==> config.mk <==
export PLATFORM = sky130hd
export DESIGN_NAME = branch_resolver
export DESIGN_NICKNAME = d
export VERILOG_FILES = /design/src/rtl/branch_resolver_pkg.sv /design/src/rtl/branch_resolver_cmp.sv /design/src/rtl/branch_resolver.sv
export SDC_FILE = /design/constraint.sdc
export NUM_CORES = 1
export LEC_CHECK = 0
export CAP_MARGIN = 15
export CELL_PAD_IN_SITES_DETAIL_PLACEMENT = 1
export CELL_PAD_IN_SITES_GLOBAL_PLACEMENT = 1
export CORE_MARGIN = 8
export CORE_UTILIZATION = 48
export DETAILED_ROUTE_END_ITERATION = 8
export PLACE_DENSITY = 0.94
export SLEW_MARGIN = 20
export SYNTH_ARGS = -nofsm -noshare
export SYNTH_HDL_FRONTEND = slang
export SYNTH_SLANG_ARGS = --single-unit
==> constraint.sdc <==
create_clock -name clk -period 29.6 [get_ports clk]
set_clock_uncertainty 0.15 [all_clocks]
set_input_delay 5.92 -clock clk [delete_from_list [all_inputs] [get_ports clk]]
set_output_delay 5.92 -clock clk [all_outputs]
set_load 0.01 [all_outputs]
==> src/rtl/branch_resolver_pkg.sv <==
// Shared types for the EX-stage branch resolver: funct3 codes, queue entry, FSM state.
// Queue entries are stored at BR_PC_W bits; the resolver's DATA_W must not exceed it.
package branch_resolver_pkg;

    localparam int BR_PC_W = 32;

    localparam logic [2:0] F3_BEQ  = 3'b000;
    localparam logic [2:0] F3_BNE  = 3'b001;
    localparam logic [2:0] F3_BLT  = 3'b100;
    localparam logic [2:0] F3_BGE  = 3'b101;
    localparam logic [2:0] F3_BLTU = 3'b110;
    localparam logic [2:0] F3_BGEU = 3'b111;

    typedef struct packed {
        logic [BR_PC_W-1:0] pc;
        logic [BR_PC_W-1:0] pred_pc;
        logic               pred_taken;
        logic               cond;
    } bq_entry_t;

    typedef enum logic {
        RUN     = 1'b0,
        RECOVER = 1'b1
    } br_state_e;

endpackage

==> src/rtl/branch_resolver_cmp.sv <==
// Conditional-branch comparator: evaluates the funct3 condition on rs1/rs2.
module branch_cmp
    import branch_resolver_pkg::*;
#(
    parameter int W = 32
) (
    input  logic [2:0]   funct3_i,
    input  logic [W-1:0] rs1_i,
    input  logic [W-1:0] rs2_i,
    output logic         taken_o
);

    always_comb begin
        taken_o = 1'b0;
        case (funct3_i)
            F3_BEQ:  taken_o = (rs1_i == rs2_i);
            F3_BNE:  taken_o = (rs1_i != rs2_i);
            F3_BLT:  taken_o = ($signed(rs1_i) <  $signed(rs2_i));
            F3_BGE:  taken_o = ($signed(rs1_i) >= $signed(rs2_i));
            F3_BLTU: taken_o = (rs1_i <  rs2_i);
            F3_BGEU: taken_o = (rs1_i >= rs2_i);
            default: taken_o = 1'b0;
        endcase
    end

endmodule

==> src/rtl/branch_resolver.sv <==
// In-order prediction queue pushed at ID, resolved against EX operands; drives the
// registered predictor-update bus and a one-cycle mispredict pulse with a RECOVER bubble.
module branch_resolver
    import branch_resolver_pkg::*;
#(
    parameter int DATA_W = 32,
    parameter int DEPTH  = 4
) (
    input  logic              clk,
    input  logic              rst_n,
    input  logic              stall,
    input  logic              iss_valid,
    input  logic              iss_cond,
    input  logic              iss_pred_taken,
    input  logic [DATA_W-1:0] iss_pc,
    input  logic [DATA_W-1:0] iss_pred_pc,
    output logic              iss_ready,
    input  logic              ex_valid,
    input  logic [2:0]        ex_funct3,
    input  logic              ex_is_jalr,
    input  logic [DATA_W-1:0] ex_rs1,
    input  logic [DATA_W-1:0] ex_rs2,
    input  logic [DATA_W-1:0] ex_imm,
    output logic              old_branch,
    output logic [DATA_W-1:0] old_branch_pc,
    output logic              old_predict,
    output logic              old_actual,
    output logic [DATA_W-1:0] old_predict_pc,
    output logic [DATA_W-1:0] old_pc,
    output logic              predict_fail,
    output logic              underflow
);

    localparam int          AW      = $clog2(DEPTH);
    localparam logic [AW:0] PTR_ONE = (AW+1)'(1);

    bq_entry_t   mem_q [DEPTH];
    logic [AW:0] wr_ptr_q, rd_ptr_q;
    br_state_e   state_q;

    logic              old_branch_q, old_predict_q, old_actual_q, predict_fail_q, underflow_q;
    logic [DATA_W-1:0] old_branch_pc_q, old_predict_pc_q, old_pc_q;

    logic              empty, full, push, pop, taken, actual, mispred;
    bq_entry_t         head, push_e;
    logic [DATA_W-1:0] head_pc, head_pred_pc, next_pc, seq_pc, br_tgt, jalr_sum;

    assign empty     = (wr_ptr_q == rd_ptr_q);
    assign full      = (wr_ptr_q[AW] != rd_ptr_q[AW]) && (wr_ptr_q[AW-1:0] == rd_ptr_q[AW-1:0]);
    assign iss_ready = !full && (state_q == RUN);
    assign push      = iss_valid && iss_ready && !stall;
    assign pop       = ex_valid && !stall && !empty && (state_q == RUN);

    assign push_e.pc         = BR_PC_W'(iss_pc);
    assign push_e.pred_pc    = BR_PC_W'(iss_pred_pc);
    assign push_e.pred_taken = iss_pred_taken;
    assign push_e.cond       = iss_cond;

    assign head         = mem_q[rd_ptr_q[AW-1:0]];
    assign head_pc      = DATA_W'(head.pc);
    assign head_pred_pc = DATA_W'(head.pred_pc);

    branch_cmp #(.W(DATA_W)) u_cmp (
        .funct3_i (ex_funct3),
        .rs1_i    (ex_rs1),
        .rs2_i    (ex_rs2),
        .taken_o  (taken)
    );

    assign jalr_sum = ex_rs1 + ex_imm;
    assign br_tgt   = head_pc + ex_imm;
    assign seq_pc   = head_pc + DATA_W'(4);

    always_comb begin
        actual  = 1'b1;
        next_pc = br_tgt;
        if (head.cond) begin
            actual  = taken;
            next_pc = taken ? br_tgt : seq_pc;
        end else if (ex_is_jalr) begin
            next_pc = {jalr_sum[DATA_W-1:1], 1'b0};
        end
    end

    // Target compare alone decides the redirect; a matching direction is not enough.
    assign mispred = (next_pc != head_pred_pc);

    // A push coinciding with a flushing pop would land in a discarded slot.
    always_ff @(posedge clk) begin
        if (push && !(pop && mispred))
            mem_q[wr_ptr_q[AW-1:0]] <= push_e;
    end

    always_ff @(posedge clk or negedge rst_n) begin
        if (!rst_n) begin
            wr_ptr_q         <= '0;
            rd_ptr_q         <= '0;
            state_q          <= RUN;
            old_branch_q     <= 1'b0;
            old_predict_q    <= 1'b0;
            old_actual_q     <= 1'b0;
            predict_fail_q   <= 1'b0;
            underflow_q      <= 1'b0;
            old_branch_pc_q  <= '0;
            old_predict_pc_q <= '0;
            old_pc_q         <= '0;
        end else if (!stall) begin
            old_branch_q   <= pop;
            predict_fail_q <= pop && mispred;
            if (ex_valid && empty && (state_q == RUN))
                underflow_q <= 1'b1;
            if (pop) begin
                old_branch_pc_q  <= head_pc;
                old_predict_q    <= head.pred_taken;
                old_actual_q     <= actual;
                old_predict_pc_q <= head_pred_pc;
                old_pc_q         <= next_pc;
            end
            case (state_q)
                RUN: begin
                    if (pop && mispred) begin
                        state_q  <= RECOVER;
                        rd_ptr_q <= wr_ptr_q;
                    end else begin
                        if (pop)  rd_ptr_q <= rd_ptr_q + PTR_ONE;
                        if (push) wr_ptr_q <= wr_ptr_q + PTR_ONE;
                    end
                end
                RECOVER: state_q <= RUN;
                default: state_q <= RUN;
            endcase
        end
    end

    assign old_branch     = old_branch_q;
    assign old_branch_pc  = old_branch_pc_q;
    assign old_predict    = old_predict_q;
    assign old_actual     = old_actual_q;
    assign old_predict_pc = old_predict_pc_q;
    assign old_pc         = old_pc_q;
    assign predict_fail   = predict_fail_q;
    assign underflow      = underflow_q;

endmodule

==> run_results.csv <==
group,metric,value,unit
run_status,run_status,"finished clean",
global_route,antenna_found_initial,8,
clock_network,cts_max_level,2,
clock_network,clkSinkCount,372,
clock_network,clk_root_buffer_cell,"clkbuf_16",
global_route,grt_first_pass_wirelength,124.0,mm
synth,muxShareOfSynthArea,0.07930,
detailed_routing,detailroute.via_count,17780,
synth,yosys.cell_types.count,93,
worst_setup_path,cpPeakStageDelay,860,ps
worst_setup_path,crit_slowest_cell,"a31oi_1",
synth,yosysTopAreaCell,"edfxtp_1",
global_route,grt.total_usage,0.3296,
power,netSwitchingFraction,0.4439,
synth,post_synth.cell_area_avg,11.43,um2
synth,ys_ff_latch,372,
detailed_routing,viasPerCell,6.745,
global_route,grt_start_max_net_pins,92,
sta,max_freq,79.10,MHz
power,seqPwrFrac,0.288,
detailed_routing,postRouteWirelength,84.32,mm
run,maxCapViolCount,0,
power,power_per_cell_area,103.4,nW/um2
synth,synthesis.yosys.warnings,0,
worst_setup_path,cp.buffers_inverters,3,
clock_network,postCtsResizedCells,0,
worst_setup_path,timing.critical_path.fanout_max,66,
clock_network,clk_path_buf_depth,3,
synth,most_instantiated_cells_after_synthesis,"nand2_1, edfxtp_1, dfrtp_1, ha_1, a21oi_1",
clock_network,cts_hold_buffers,0,
synth,ys.flop_type,"edfxtp_1",
clock_network,total_cts_buffers,39,
final_layout,final_net_count,2326,
synth,largest_family_of_logic_cells_by_synthesized_area,"simple AND/OR/NAND/NOR gates",
synth,synth_xor_xnor_area_share,0.04324,
die,die_area,49740,um2
synth,synth_edf_count,264,
detailed_routing,dr.first_iter.drc_count,2255,
clock_network,cts_tree,"built",
die,initial_core_util,0.4819,
synth,syn_area,20570,um2
power,share_comb_of_total_power,0.518,
sta,hold_ws,330.5,ps
final_layout,filler_cell_count,4342,
synth,synth_fp_nets,2072,
placement,dp_hpwl,58.79,mm
power,netSwitchingPower,0.001153,W
final_layout,layout-area-overhead-vs-synth,22.06,%
die,core-area,42700,um2
detailed_routing,final_antenna_net_count,0,
sta,setup_total_negative_slack,0,ps
power,static_leak,9.417,nW
sta,post-route-period-util,0.4271,
worst_setup_path,worst_ep_arrival_time,12650,ps
worst_setup_path,timing.critical_path.required,29610,ps
synth,synthAdderAreaFrac,0.06215,
placement,globalplace.congestion,1.004,
clock_network,clkTransAtPathRegs,60,ps
final_layout,ff_latch_area,10640,um2
synth,yosys.area.top_type_share,0.3853,
hold_path,timing.hold.worst.class,"reg2reg",
global_route,gr-total-overflow,0,
worst_setup_path,crit_path_end_kind,"register",
synth,synth_compound_area_frac,0.1269,
synth,synth-async-reset-ratio,0.2903,
synth,syn_inst,1800,
final_layout,footprint_of_the_multi_input_gates,9419,um2
final_layout,postLayoutCoreUtil,0.5882,
die,placement_rows,76,
sta,timing.max_slew.rel_slack,0.2554,
synth,synth_top_cells_by_area,"edfxtp_1, dfrtp_1, mux4_2, ha_1, nand2_1",
synth,post_synth_and_or_nand_nor_area_fraction,0.1432,
die,die-width,223.0,um
detailed_routing,drc_errors,0,
global_route,first_global_vias,18720,
synth,synth_most_common_cell,"nand2_1",
detailed_routing,detail_route.first_pass.iterations,8,
worst_setup_path,cp_top_family,"compound AO/OA/AOI/OAI gates",
synth,ys_seq_area_frac,0.5167,
sta,max_slew.worst_pin.slew,1117,ps
die,die_height,223.0,um
power,power.internal,0.001444,W
worst_setup_path,setup.worst_path.class,"in2reg",
worst_setup_path,cp_cell_instances,"clkdlybuf4s50_1 > inv_1 > ha_1 > nand4_1 > nor4_1 > a21boi_1 > o21ai_1 > o211a_2 > o211a_2 > nand2_2 > a31oi_1 > xor2_1 > nor4_1 > and4_1 > nand2_2 > a211oi_4 > buf_4",
final_layout,final_layout_size_suffix_gt1_frac,0.09065,
sta,report.final.slew_viol_count,0,
sta,report.final.hold_viol_count,0,
sta,setup_viol_count_final,0,
sta,timing.final.crit_period,12640,ps
power,power.ir.vdd_worst,0.05796,mV
placement,port-buffer-count,272,
detailed_routing,routed_wire_length_per_instance,31.99,um
power,power_frac_clock,0.194,
power,finalPower,0.002597,W
clock_network,worst_skew_pair.late_latency,550,ps
sta,grt_setup_unrepaired,"false",
die,top_level_ports,273,
clock_network,postCtsSetupBuffers,0,
worst_setup_path,start_kind,"input port",
power by group through the flow:
stage / clock, W / sequential, W / combinational [W]
after floorplan: 0 / 0.000749 / 0.000722
after global placement: 0 / 0.000738 / 0.00121
after detailed placement: 0 / 0.000748 / 0.00126
after CTS: 0.000504 / 0.000745 / 0.00130
after global routing: 0.000522 / 0.000755 / 0.00139
final: 0.000503 / 0.000747 / 0.00135
metrics by stage:
step,worst slack (ps),std cells,cell area (um2)
after floorplan,14700,1800,20570
after global placement,16880,2559,23810
after detailed placement,16740,2559,23810
after CTS,17270,2631,25100
after global routing,16760,2636,25110
final,16960,2636,25110
layout by cell type (no fill, tap or decap), types with 37 or more instances in the layout:
| master | netlist | layout |
|---|---|---|
| clkdlybuf4s50_1 | 0 | 271 |
| nor3_1 | 37 | 37 |
| xnor2_1 | 55 | 55 |
| ha_1 | 99 | 99 |
| nand3_1 | 45 | 45 |
| a21oi_1 | 96 | 96 |
| inv_1 | 63 | 63 |
| o21ai_0 | 77 | 77 |
| nand2_1 | 290 | 290 |
| dfrtp_1 | 108 | 106 |
| mux4_2 | 65 | 65 |
| xor2_1 | 44 | 44 |
| nor2_1 | 93 | 91 |
| clkbuf_16 | 0 | 40 |
| edfxtp_1 | 264 | 264 |
path summary, 6_finish.rpt:
kind	cells past startpoint	slack, ps	startpoint	endpoint
min reg2reg	2	330	old_predict_pc[25]	old_predict_pc[25]
max	17	16960	ex_rs2[14]	mem_q[0][38]
min in group asynchronous	1	5220	rst_n	old_branch_pc[19]
min	2	330	old_predict_pc[25]	old_predict_pc[25]
max in group asynchronous	2	22530	rst_n	rd_ptr_q[0]
max reg2reg	17	21270	rd_ptr_q[0]	mem_q[0][38]
final cells by class:
| cell class | count | area share |
|---|---|---|
| clock inverter | 20 | 0.007623 |
| sequential | 372 | 0.4235 |
| multi-input combinational | 1290 | 0.3750 |
| clock buffer | 52 | 0.04364 |
| timing repair buffer | 288 | 0.1131 |
| inverter | 63 | 0.009416 |
| antenna | 5 | 0.0004982 |
| tap | 546 | 0.02720 |
tightest hold or removal path: stages, from the launching register on:
cell and delay, ps:
dfrtp_1 340, nand2_1 50, nand2_1 60
flip-flops by register name, indices dropped and copies added, names as in the netlist:
name / count
old_predict: 1
underflow: 1
old_pc: 32
rd_ptr_q: 3
old_branch_pc: 32
predict_fail: 1
state_q: 1
old_predict_pc: 32
old_branch: 1
old_actual: 1
mem_q: 264
wr_ptr_q: 3
per-layer routing:
metal / vias up / wire length, um / track usage
li1: 7339 / - / -
met1: 8861 / 31100 / 0.4020
met2: 1223 / 40570 / 0.5442
met3: 354 / 7408 / 0.06461
met4: 2 / 5237 / 0.1863
met5: - / 11 / 0.003021
cells by family (layout without fill, tap and decap cells):
kind of cell,Yosys count,after routing
simple gates,624,624
buf+inv,138,423
fa+ha+maj,101,101
compound gates,385,385
mux,80,80
flops,372,372
xor+xnor,100,100
other cells,0,5
(Power assumes the default switching activity.)
